**src/rtl/barrett_param_gen.sv**
```systemverilog
// barrett_param_gen
// Derives the Barrett reduction constants for a modulus m:
//   k            = bit length of m
//   md           = floor(2^(2k) / m), computed by bit-serial restoring division
//   k_shft_ah    = (k>>1)-1
//   k_shft_ahxmd = (k>>1)+1
// Results are registered and held until the next accepted request, so they can
// feed the Barrett multiplier's constant inputs directly.

module barrett_param_gen #(
    parameter int NBITS = 128
) (
    input  logic                       clk,
    input  logic                       rst_n,
    input  logic                       start_p,
    input  logic [NBITS-1:0]           m,
    output logic [NBITS-1:0]           m_q,
    output logic [NBITS:0]             md,
    output logic [$clog2(NBITS)+1:0]   k,
    output logic [$clog2(NBITS):0]     k_shft_ah,
    output logic [$clog2(NBITS):0]     k_shft_ahxmd,
    output logic                       busy,
    output logic                       done_p,
    output logic                       err,
    output logic                       params_vld
);

    localparam int KW = $clog2(NBITS) + 2;
    localparam int SW = $clog2(NBITS) + 1;

    typedef enum logic [1:0] {
        IDLE,
        LEAD,
        DIV,
        DONE
    } state_t;

    state_t             state;
    state_t             state_nxt;

    logic [NBITS:0]     r;          // running remainder, always < m_q
    logic [NBITS:0]     q;          // quotient bits shifted in MSB first
    logic [KW-1:0]      cnt;        // remaining division iterations
    logic               bad;        // modulus rejected in LEAD

    logic [KW-1:0]      lead_k;
    logic [KW-1:0]      lead_half;
    logic               lead_bad;
    logic [NBITS+1:0]   t;
    logic               t_ge;
    logic [NBITS:0]     r_sub;
    logic               div_last;

    // Bit length of v: index of the most significant set bit plus one, 0 for v=0.
    function automatic logic [KW-1:0] bit_len(input logic [NBITS-1:0] v);
        logic [KW-1:0] len;
        len = '0;
        for (int i = 0; i < NBITS; i++) begin
            if (v[i]) begin
                len = KW'(i + 1);
            end
        end
        return len;
    endfunction

    assign lead_k    = bit_len(m_q);
    assign lead_half = lead_k >> 1;
    // Zero and powers of two (including 1) both satisfy m & (m-1) == 0.
    assign lead_bad  = ((m_q & (m_q - 1'b1)) == '0);

    // One restoring-division step: double the remainder (one extra bit so it
    // cannot overflow) and subtract the modulus when it fits. The difference
    // is below m_q, so NBITS+1 bits of it are exact.
    assign t         = {r, 1'b0};
    assign t_ge      = (t >= {2'b00, m_q});
    assign r_sub     = t[NBITS:0] - {1'b0, m_q};
    assign div_last  = (cnt == KW'(1));

    assign busy      = (state != IDLE);

    // State register.
    always_ff @(posedge clk or negedge rst_n) begin
        if (!rst_n) begin
            state <= IDLE;
        end else begin
            state <= state_nxt;
        end
    end

    // Next-state decode; requests are only honoured from IDLE.
    always_comb begin
        state_nxt = state;
        case (state)
            IDLE: if (start_p) state_nxt = LEAD;
            LEAD: state_nxt = lead_bad ? DONE : DIV;
            DIV:  if (div_last) state_nxt = DONE;
            DONE: state_nxt = IDLE;
            default: state_nxt = IDLE;
        endcase
    end

    // Datapath and result registers, advanced according to the current state.
    always_ff @(posedge clk or negedge rst_n) begin
        if (!rst_n) begin
            m_q          <= '0;
            md           <= '0;
            k            <= '0;
            k_shft_ah    <= '0;
            k_shft_ahxmd <= '0;
            done_p       <= 1'b0;
            err          <= 1'b0;
            params_vld   <= 1'b0;
            r            <= '0;
            q            <= '0;
            cnt          <= '0;
            bad          <= 1'b0;
        end else begin
            done_p <= 1'b0;
            case (state)
                IDLE: begin
                    if (start_p) begin
                        m_q        <= m;
                        params_vld <= 1'b0;
                        err        <= 1'b0;
                    end
                end
                LEAD: begin
                    q <= '0;
                    if (lead_bad) begin
                        bad          <= 1'b1;
                        k            <= '0;
                        k_shft_ah    <= '0;
                        k_shft_ahxmd <= '0;
                        r            <= '0;
                        cnt          <= '0;
                    end else begin
                        // The first k dividend bits of 2^(2k) leave remainder
                        // 2^(k-1) with quotient 0, since m > 2^(k-1); the
                        // remaining k+1 zero bits are divided serially.
                        bad          <= 1'b0;
                        k            <= lead_k;
                        k_shft_ah    <= SW'(lead_half - KW'(1));
                        k_shft_ahxmd <= SW'(lead_half + KW'(1));
                        r            <= {{NBITS{1'b0}}, 1'b1} << (lead_k - KW'(1));
                        cnt          <= lead_k + KW'(1);
                    end
                end
                DIV: begin
                    r   <= t_ge ? r_sub : t[NBITS:0];
                    q   <= {q[NBITS-1:0], t_ge};
                    cnt <= cnt - KW'(1);
                end
                DONE: begin
                    md         <= q;
                    done_p     <= 1'b1;
                    err        <= bad;
                    params_vld <= ~bad;
                end
                default: ;
            endcase
        end
    end

endmodule

```
**config.mk**
```make
export PLATFORM = sky130hd
export DESIGN_NAME = barrett_param_gen
export DESIGN_NICKNAME = d
export VERILOG_FILES = /design/src/rtl/barrett_param_gen.sv
export SDC_FILE = /design/constraint.sdc
export NUM_CORES = 2
export LEC_CHECK = 0
export CAP_MARGIN = 5
export CELL_PAD_IN_SITES_DETAIL_PLACEMENT = 0
export CELL_PAD_IN_SITES_GLOBAL_PLACEMENT = 1
export CORE_MARGIN = 5
export CORE_UTILIZATION = 44
export DETAILED_ROUTE_END_ITERATION = 12
export PLACE_DENSITY = 0.8
export SLEW_MARGIN = 20
export SYNTH_ARGS = -nofsm -noshare
export SYNTH_HDL_FRONTEND = slang
export SYNTH_SLANG_ARGS = --single-unit
```
**constraint.sdc**
```tcl
create_clock -name clk -period 5.95 [get_ports clk]
set_clock_uncertainty 0.1 [all_clocks]
set_input_delay 1.19 -clock clk [delete_from_list [all_inputs] [get_ports clk]]
set_output_delay 1.19 -clock clk [all_outputs]
set_load 0.1 [all_outputs]
```
==> flow_summary.toml <==
[worst_setup_path]
reg2reg_slack_ns = 0.05
crit_fanout = 8
timing.rr.end = "r[125]"
crit_path_end_kind = "flip-flop"
rr_worst_depth = 15
worst_setup_path_start_kind = "flip-flop"
cp.required_ns = 6.38
cp.arrival_ns = 6.32
timing.rr.start = "m_q[49]"
worst-setup-path-type = "reg -> reg"

[yosys]
synth_top_area_cell = "dfrtp_1"
ys_ff_latch = 553
syn_nets = 4216
synth_cell_types = 86
synthTopCellsByCount = "553 x dfrtp_1, 337 x inv_1, 315 x o21ai_0"
synth_top_area_share_pct = 39.50
synth_area_um2 = 35030
yosysMostFrequentCell = "dfrtp_1"
ys_seq_area_share_pct = 39.50
avgSynthCellArea_um2 = 8.889
synth_area_leaders = "dfrtp_1 40%, mux2_2 8.4%, ha_1 5.1%"
synth_warnings = 0
synth-edff-count = 0
synthFlopType = "dfrtp_1"
syn_inst = 3941
async_reset_ff_share_pct = 100.0

[cells_and_area]
nFillCells = 7203
drive_gt1_share_pct = 13.32
nNetsFinal = 4638
utilization_pct = 55.03
area_growth_syn_to_layout_pct = 24.11

[global_routing]
grt_first_pass_wirelength_um = 219200
antenna_found_initial = 11
grt_max_degree = 132
grt-ovfl-total = 0
grt_pass1_vias = 32870
grt_usage_pct = 33.35

[sta]
hold_viol_final = 0
setup_violations = 0
finalCritPeriodShare_pct = 99.13
slew_violations = 0
rsz0062_at_grt = "yes"
min_period_ns = 5.898
fmax_mhz = 169.5
slew_headroom_pct = 20.84
max_slew.worst_pin.slew_ns = 1.185

[die]
rows = 103
core_um2 = 79000
start_util_pct = 44.34
pin_count = 417
die_y_um = 292.2
die_w_um = 292.2
die_area_um2 = 85360

[placement]
dp_hpwl_um = 111500
io_buffers = 415
finalWeightedCongestion = 1.027

[run_status]
status = "completed"

[clock_tree]
path_clk_slew_ns = 0.06
tritoncts = "built"
root_buffer = "clkbuf_16"
cts_buffers = 66
h-tree-depth = 3
ctsHoldBuffers = 0
clockBufferDepth = 3
numClockSinks = 553
clock_latency_ns = 0.65

[route]
drc = 0
vias = 34070
viasPerCell = 6.228
wl_per_cell_um = 27.04
drt-total-wl_um = 147900
drtIter0Drc = 3929
ant_nets = 0
drt_pre_antenna_iters = 6

[min_path]
worst_hold_path_type = "reg -> reg"
min_from = "md[85]"
hold_depth = 1
whs_endpoint = "md[85]"

[job]
maxCapViolCount = 0
==> layer usage <==
layer | track usage (%) | share of wire [%] | vias up
li1 | - | - | 15230
met1 | 47.53 | 43 | 16750
met2 | 48.97 | 43 | 1770
met3 | 9.743 | 11 | 314
met4 | 10.84 | 3.7 | 4
met5 | 0 | 0.018 | -
==> cells by family after synthesis <==
kind of cell             share of synthesized area, %
XOR/XNOR                                        3.250
buffers and inverters                           6.158
AND/OR/NAND/NOR                                 15.88
flip-flops                                      39.50
multiplexers                                    8.729
adder cells (fa/ha/maj)                         5.193
other                                         0.01071
AO/OA/AOI/OAI                                   21.28
==> flip-flops by register name (all words and copies together), names as in the netlist <==
| signal | cells |
|---|---|
| q | 129 |
| err | 1 |
| r | 129 |
| k_shft_ahxmd | 7 |
| md | 129 |
| done_p | 1 |
| k_shft_ah | 8 |
| bad | 1 |
| m_q | 128 |
| params_vld | 1 |
| k | 8 |
| cnt | 9 |
| state | 2 |
==> what timing repair did <==
item / CTS / global route
pin swaps: 0 / 1
setup endpoints to repair: 3 / 73
buffers inserted: 0 / 0
gates resized for setup: 1 / 6
==> worst max path at each step <==
stage	startpoint	endpoint	slack [ns]	cells after the start
6_report	m_q[49]	r[125]	0.05	15
5_1_grt	m_q[49]	r[120]	-0.005	16
3_3_place_gp	m_q[49]	r[12]	-0.03	15
3_5_place_dp	m_q[49]	r[12]	-0.09	15
4_1_cts	m_q[49]	r[12]	0.19	15
2_1_floorplan	m_q[3]	r[122]	0.71	23
==> worst max-delay path: stages (launching register included) <==
cell	delay [ns]
dfrtp_1	0.51
inv_1	0.24
o21ai_0	0.12
a2111oi_1	0.87
o2111ai_1	0.34
a31oi_1	0.32
o21ai_0	0.29
a21oi_1	0.30
nand2_1	0.14
ha_1	0.29
and2_1	0.21
xnor2_1	0.81
nand2_1	0.27
nor2_1	0.64
a222oi_1	0.18
o21ai_0	0.12
==> cell usage in the layout, fill, tap and decap left out, types with 41 or more instances in the layout <==
cell	instances
xor2_1	41
a21o_1	77
nand4_1	71
xnor2_1	88
o21ai_0	315
inv_1	336
dfrtp_1	553
nor4_1	51
clkdlybuf4s50_1	413
nand2_1	281
nor2_1	237
nor3_1	81
a211oi_1	47
nand3_1	222
mux2_2	260
a21oi_1	276
a221o_1	67
ha_1	138
buf_4	161
clkbuf_16	66
==> area by class of cell <==
cell class / instances / area (um2) / share of cell area [%]
flip-flops and latches: 553 / 13840 / 31.83
clock inverters: 25 / 513.0 / 1.180
inverters: 338 / 1270 / 2.921
repair buffers: 583 / 5518 / 12.69
diodes: 7 / 17.52 / 0.04029
clock buffers: 93 / 1843 / 4.239
well taps: 1050 / 1314 / 3.022
multi-input cells: 2821 / 19160 / 44.07
==> stage by stage <==
stage	std cells	TNS (ns)	hold WS, ns	setup slack (ns)	cell area [um2]
4_1_cts	5463	0	0.4058	0.1926	43410
6_report	5470	0	0.4034	0.05174	43470
5_1_grt	5466	-0.004577	0.4200	-0.004577	43460
3_3_place_gp	5345	-0.1017	0.3808	-0.02988	41050
3_5_place_dp	5345	-0.3005	0.3918	-0.09328	41050
2_1_floorplan	3941	0	0.3654	0.7144	35030
Power is left out: the tool's default activity adds up to more than one toggle a clock period on the data nets, which glitch-free logic cannot reach.
